### src/rtl/tx_interface.sv
// rtl/tx_interface.sv - converts an ALU result to three ASCII decimal digits plus an optional terminator for a UART transmitter
module tx_interface #(
    parameter int         DBIT     = 8,
    parameter logic [7:0] EOL_CHAR = 8'd10
) (
    input  logic            clk,
    input  logic            reset,
    input  logic            start,
    input  logic [DBIT-1:0] result,
    input  logic            tx_done_tick,
    output logic [7:0]      din,
    output logic            tx_start,
    output logic            rd,
    output logic            busy
);
    typedef enum logic [2:0] {IDLE, CONV, LOAD, WAIT, ACK, RELEASE} state_t;

    localparam logic [1:0]      LAST_IDX = (EOL_CHAR == 8'd0) ? 2'd2 : 2'd3;
    localparam logic [DBIT-1:0] C100     = DBIT'(100);
    localparam logic [DBIT-1:0] C10      = DBIT'(10);

    state_t          r_state;
    logic [DBIT-1:0] r_rem;
    logic [1:0]      r_hund;
    logic [3:0]      r_tens;
    logic [1:0]      r_idx;
    logic [7:0]      r_din;
    logic            r_tx_start;
    logic            r_rd;
    logic            r_busy;

    logic [1:0]      w_next_idx;
    logic [7:0]      w_next_char;

    assign w_next_idx = r_idx + 2'd1;

    // Character for the byte that follows the one currently in flight.
    always_comb begin
        w_next_char = EOL_CHAR;
        case (w_next_idx)
            2'd1:    w_next_char = 8'd48 + {4'd0, r_tens};
            2'd2:    w_next_char = 8'd48 + r_rem[7:0];
            default: w_next_char = EOL_CHAR;
        endcase
    end

    always_ff @(posedge clk) begin
        if (reset) begin
            r_state    <= IDLE;
            r_rem      <= '0;
            r_hund     <= '0;
            r_tens     <= '0;
            r_idx      <= '0;
            r_din      <= '0;
            r_tx_start <= 1'b0;
            r_rd       <= 1'b0;
            r_busy     <= 1'b0;
        end else begin
            case (r_state)
                IDLE: begin
                    if (start) begin
                        r_rem   <= result;
                        r_hund  <= '0;
                        r_tens  <= '0;
                        r_busy  <= 1'b1;
                        r_state <= CONV;
                    end
                end
                CONV: begin
                    if (r_rem >= C100) begin
                        r_rem  <= r_rem - C100;
                        r_hund <= r_hund + 2'd1;
                    end else if (r_rem >= C10) begin
                        r_rem  <= r_rem - C10;
                        r_tens <= r_tens + 4'd1;
                    end else begin
                        r_idx      <= 2'd0;
                        r_din      <= 8'd48 + {6'd0, r_hund};
                        r_tx_start <= 1'b1;
                        r_state    <= LOAD;
                    end
                end
                LOAD: begin
                    r_tx_start <= 1'b0;
                    r_state    <= WAIT;
                end
                WAIT: begin
                    if (tx_done_tick) begin
                        if (r_idx == LAST_IDX) begin
                            r_rd    <= 1'b1;
                            r_state <= ACK;
                        end else begin
                            r_idx      <= w_next_idx;
                            r_din      <= w_next_char;
                            r_tx_start <= 1'b1;
                            r_state    <= LOAD;
                        end
                    end
                end
                ACK: begin
                    r_rd    <= 1'b0;
                    r_state <= RELEASE;
                end
                RELEASE: begin
                    // Hold off until the request level drops so one request sends once.
                    if (!start) begin
                        r_busy  <= 1'b0;
                        r_state <= IDLE;
                    end
                end
                default: begin
                    r_state <= IDLE;
                end
            endcase
        end
    end

    assign din      = r_din;
    assign tx_start = r_tx_start;
    assign rd       = r_rd;
    assign busy     = r_busy;
endmodule

### config.mk
export PLATFORM = sky130hd
export DESIGN_NAME = tx_interface
export DESIGN_NICKNAME = d
export VERILOG_FILES = /design/src/rtl/tx_interface.sv
export SDC_FILE = /design/constraint.sdc
export NUM_CORES = 1
export LEC_CHECK = 0
export ABC_CLOCK_PERIOD_IN_PS = 3100
export BUFFER_PORTS_ARGS = -buffer_cell sky130_fd_sc_hd__buf_2
export CAP_MARGIN = 20
export CORE_MARGIN = 4
export CORE_UTILIZATION = 60
export DETAILED_ROUTE_END_ITERATION = 7
export HOLD_SLACK_MARGIN = 0.12
export PLACE_DENSITY_LB_ADDON = 0.08
export SLEW_MARGIN = 10
export SYNTH_ARGS = -nofsm -noshare
export SYNTH_HDL_FRONTEND = slang
export SYNTH_SLANG_ARGS = --single-unit
### constraint.sdc
create_clock -name clk -period 3.1 [get_ports clk]
set_input_delay 0.31 -clock clk [delete_from_list [all_inputs] [get_ports clk]]
set_output_delay 0.31 -clock clk [all_outputs]
set_load 0.01 [all_outputs]
# Word-level counts from Yosys, hierarchy flattened
# Cells that the tools add are included.
[classes]
eq_ne = 18
n_mux = 40
order_cmp = 2
addsub = 8
n_reduce_logical = 14
[ops]
columns = ["op", "count"]
rows = [
  ["$mux W8", 7],
  ["$pmux W8 S2", 3],
  ["$mux W3", 6],
  ["$ne A2 B2 Y1 const B", 9],
  ["$pmux W3 S6", 1],
  ["$reduce_and A5 Y1", 3],
  ["$mux W2", 6],
  ["$mux W4", 3],
  ["$reduce_and A3 Y1", 4],
  ["$add A6 B8 Y8 const A", 1],
  ["$ge A8 B4 Y1 const B", 1],
  ["$ge A8 B7 Y1 const B", 1],
  ["$mux W1", 8],
  ["$pmux W2 S2", 2],
  ["$pmux W4 S2", 1],
  ["$reduce_bool A2 Y1", 4],
  ["$sub A8 B4 Y8 const B", 1],
  ["$sub A8 B7 Y8 const B", 1],
  ["$add A6 B2 Y7 const A", 1],
  ["$add A6 B4 Y7 const A", 1],
  ["$eq A3 B2 Y1 const B", 2],
  ["$eq A3 B3 Y1 const B", 2],
  ["$add A2 B1 Y2 const B", 2],
  ["$add A4 B1 Y4 const B", 1],
  ["other kinds (9)", 11],
]
[totals]
inputBits = 12
out_inout_bits = 11
reg_bits = 30
word_cells = 91

# Longest topological paths before layout
[logic_depth]
ltp_word = 6
depth_mapped = 9
mapped_depth_nobuf = 7

# Worst setup path after synthesis
# OpenSTA, ideal clock, no wires.
[synth_timing]
path_type = "flip-flop to flip-flop"
from = "register r_rem[2]"
to = "register r_din[5] (netlist: din[5])"
synth_period_minus_slack_ns = 2.031
setup_slack_ns = 1.069
required_ns = 2.968
stages_incl_launch_ff = 10
path_buffers = 2
t_arrival_ns = 1.899
path_cell_list = "dfxtp_1 -> inv_1 -> ha_1 -> a21oi_2 -> o21ai_2 -> buf_6 -> o41a_1 -> buf_6 -> a2111oi_4 -> nor3_1"
[synth_via]
elab_chain_cells = 5
elab_cells_between_ends = 10
cone_classes = "add/sub: 1; order compare: 2; eq/ne: 2; mux: 4; reduce/logical: 1"
[synth_rtl]
columns = ["element", "line", "text"]
rows = [
  ["start, declared", "23", "logic [DBIT-1:0] r_rem;"],
  ["start signal, assigned", "62", "r_rem <= result;"],
  ["start signal, assigned", "71", "r_rem <= r_rem - C100;"],
  ["start signal, assigned", "74", "r_rem <= r_rem - C10;"],
  ["$add A6 B8 Y8", "42", "2'd2: w_next_char = 8'd48 + r_rem[7:0];"],
  ["$pmux W8 S2", "40", "case (w_next_idx)"],
  ["$mux W8", "89", "if (r_idx == LAST_IDX) begin"],
  ["$mux W8", "88", "if (tx_done_tick) begin"],
  ["$pmux W8 S2", "59", "case (r_state)"],
  ["end signal, assigned", "78", "r_din <= 8'd48 + {6'd0, r_hund};"],
  ["end signal, assigned", "94", "r_din <= w_next_char;"],
  ["end, declared", "27", "logic [7:0] r_din;"],
]
# Several ways; a longest one is shown, not always the timed one. The select of a mux whose other input is x is not followed.
# A chain may end at the register's enable or synchronous reset.

# Worst setup path after layout
[layout_timing]
from = "register r_rem[4]"
to = "register r_tens[3]"
[layout_via]
elab_chain_cells = 3
elab_cells_between_ends = 5
cone_classes = "order compare: 2; eq/ne: 2; reduce/logical: 1"
[layout_rtl]
columns = ["element", "line", "text"]
rows = [
  ["$ge A8 B4 Y1 or $ge A8 B7 Y1 (tied branches)", "73, 70", ""],
  ["$ne A2 B2 Y1 (no line)", "-", ""],
  ["$reduce_and A4 Y1 (no line) *", "-", ""],
  ["end signal, assigned", "75", "r_tens <= r_tens + 4'd1;"],
  ["end, declared", "25", "logic [3:0] r_tens;"],
]
# Every way passes the cells marked *; elsewhere a longest branch is shown, timed or not.

==> impl_metrics.toml <==
[run_status]
run_status = "complete, no violations"

[grt]
grt_pass1_vias = 1772
antenna_found_initial = 0
grt_pass1_wl_um = 8110
grt_start_max_net_pins = 33
gr-total-overflow = 0
grt.total_usage_pct = 24.2

[logic_synthesis]
synthDistinctLibCells = 62
synth_fp_nets = 265
synth_flop_cell = "dfxtp_1"
synth_seq_area_share_pct = 29.9
synthCells = 240
synth.avg_cell_area_um2 = 8.38
synthArstFlopShare_pct = 0
synth_area_um2 = 2010
synth_edf_count = 0
synth_warnings = 0
synth-seq-cells = 30

[critical_path]
max_stage_delay_ps = 510
worstPathArrival_ps = 2590
crit_top_cell = "inv_1"
cp_num_buf_inv = 2
critPathMaxFanout = 12
start_kind = "flop"
path_cells = "inv_1 -> ha_1 -> inv_1 -> o21ai_2 -> o31ai_1 -> or4_1 -> a21boi_1"
crit_type = "flop to flop"
cp-startpoint = "r_rem[4]"
worstReg2RegEnd = "r_tens[3]"
crit_slowest_cell = "or4_1"
critPathTopFamily = "compound AO/OA/AOI/OAI gates"
cp-end-kind = "flop"
cp.required_ps = 3370
r2r_cells = 7
regToRegSetupSlack_ps = 780
r2r-start = "r_rem[4]"

[clock_tree]
cts_sinks = 30
clk_pin_slew_ps = 90
clockBufferDepth = 2
cts_setup_buffers = 0
htreeDepth = 2
cts-resized-gates = 0
cts_buffers = 5
hold_buffers = 0
insertion_delay_ps = 330
cts_tree = "done"
clock-root-buffer = "clkbuf_4"

[final_layout]
syn2layout_area_growth_pct = 8.52
nets = 280
multi_input_area_um2 = 1270
layout-drive-gt1-share_pct = 18.8
n_fill_cell = 267
antenna-diode-count = 0
final_cell_area_um2 = 2180
regArea_um2 = 601

[placement]
portBuffers = 22
finalWeightedCongestion = 0.947
post_dp_cell_area_um2 = 2100
hpwl_um = 3460

[die]
dieArea_um2 = 4340
rows = 20
ios = 23
die_w_um = 65.9
die_h_um = 65.9
core_um2 = 3130
start_util_pct = 64.3

[sta]
setup_viol = 0
min_period_ps = 2320
period_share_pct = 74.9
setup-tns-final_ps = 0
slew-limit-headroom_pct = 49.3
rsz0062_at_grt = "no"
fin_skew_ps = 11.4
max_freq_mhz = 431
worstMarginPinSlew_ps = 754
drv_slew = 0
hold_viol = 0

[pwr]
power_frac_seq_pct = 38.2
p_sw_share_pct = 40.2
ir_drop_v = 0.000483
p_int_mw = 0.826
power_frac_clock_pct = 23.1
powerDensity_nw_per_um2 = 633
share_comb_of_total_power_pct = 38.8
switching_power_mw = 0.556
leakage_nw = 0.831

[routing]
vias = 1900
drt_iter0_drc = 162
routed_wl_um = 4850
drc = 0
dr.pass1.iters = 4
routedWlPerCell_um = 16.2
routed_via_density = 6.35
ant_nets = 0

[min_path]
min_delay_worst_endpoint = "r_rem[7]"
holdPathStages = 3
hold_class = "input pin to flop"
hold_start = "result[7]"

[flow_run]
maxCapViolCount = 0
[through the flow]
step                      setup slack [ps]  instances  hold slack (ps)  power, mW  utilization, %
after floorplan                       1070        240              449      0.949               -
after global placement                 861        292              438       1.06            67.2
after detailed placement               794        292              445       1.06            67.2
after CTS                              798        299              226       1.38            69.8
after global routing                   520        299              238       1.47            69.8
final                                  779        299              232       1.38            69.8
[worst min-delay path, delay by kind of cell]
family,cells,cell delay (ps)
AO/OA/AOI/OAI,1,60
buffers and inverters,2,130
[how the worst max path moves through the flow]
stage / end / slack, ps / depth (start not counted)
after detailed placement: r_tens[3] / 790 / 7
after global routing: r_tens[3] / 520 / 7
after floorplan: din[5] / 1070 / 9
after global placement: din[5] / 860 / 7
after CTS: r_tens[3] / 800 / 7
final: r_tens[3] / 780 / 7
[placed cells by master, fill, tap and decap left out, types with 4 or more instances in the layout]
cell / count
o31ai_1: 4
nor4_1: 4
buf_2: 22
ha_1: 13
nand3_1: 7
nor3_1: 7
a21oi_1: 26
inv_1: 16
o211ai_1: 5
nor2_1: 15
nand2_1: 16
nand4_1: 5
clkbuf_4: 5
nand3b_1: 4
o21ai_0: 11
dfxtp_1: 30
[final cells by class]
| type | instances | area share [%] |
|---|---|---|
| clock buffer | 6 | 2.35 |
| clock inverter | 1 | 1.38 |
| inverter | 16 | 2.75 |
| multi-input combinational | 179 | 58.1 |
| sequential | 30 | 27.5 |
| tap | 44 | 2.52 |
| timing repair buffer | 23 | 5.39 |
[kinds of logic after synthesis]
logic type / synth area share (%)
DFF: 29.9
and+or+nand+nor: 19.4
xor gates and xnor gates: 1.31
adders and majority gates: 8.08
buffers and inverters: 7.09
muxes: 2.11
AOI/OAI and AO/OA: 32.2
[layer usage]
layer	part of all wire [%]	vias up	routed length [um]	global-route usage (%)
met5	0	-	0	0
met4	1.8	0	85	8.55
met3	7.5	10	364	4.42
met2	46	64	2210	38.5
met1	45	891	2180	32.6
li1	-	935	-	-
[state kept, by name, indices dropped and copies added (netlist names)]
register / count
r_rem: 8
r_tens: 4
r_hund: 2
r_idx: 2
busy: 1
rd: 1
tx_start: 1
din: 8
r_state: 3
[power groups by stage]
| stage | Clock (mW) | Sequential [mW] | Combinational [mW] |
|---|---|---|---|
| global placement | 0 | 0.533 | 0.524 |
| detailed placement | 0 | 0.532 | 0.524 |
| floorplan | 0 | 0.485 | 0.464 |
| CTS | 0.327 | 0.523 | 0.528 |
| global route | 0.338 | 0.536 | 0.592 |
| finish | 0.319 | 0.527 | 0.535 |
[cells in the mapped netlist (2+ instances only)]
master / n / area, um^2
or4_1: 2 / 15.0
nor4_1: 4 / 25.0
ha_1: 13 / 163
a21oi_1: 26 / 130
buf_6: 2 / 22.5
xnor2_1: 3 / 26.3
a22o_1: 2 / 17.5
dfxtp_1: 30 / 601
nor4_2: 2 / 25.0
o32ai_1: 2 / 17.5
mux2i_1: 2 / 20.0
o21ai_0: 11 / 55.1
a221oi_1: 3 / 26.3
nand3_1: 7 / 35.0
o31ai_1: 4 / 30.0
inv_1: 16 / 60.1
mux2_2: 2 / 22.5
o311ai_0: 2 / 17.5
a21oi_2: 2 / 17.5
a31oi_1: 2 / 12.5
a311oi_1: 3 / 26.3
or2_2: 2 / 12.5
o31a_1: 2 / 17.5
o2111ai_1: 2 / 17.5
buf_2: 6 / 30.0
nor2_1: 15 / 56.3
o21ai_2: 2 / 17.5
nor3_1: 7 / 35.0
o211ai_1: 5 / 37.5
nand3b_1: 4 / 30.0
nand2_1: 16 / 60.1
nand4_1: 5 / 31.3
clkbuf_1: 5 / 18.8
(Power assumes the default switching activity.)
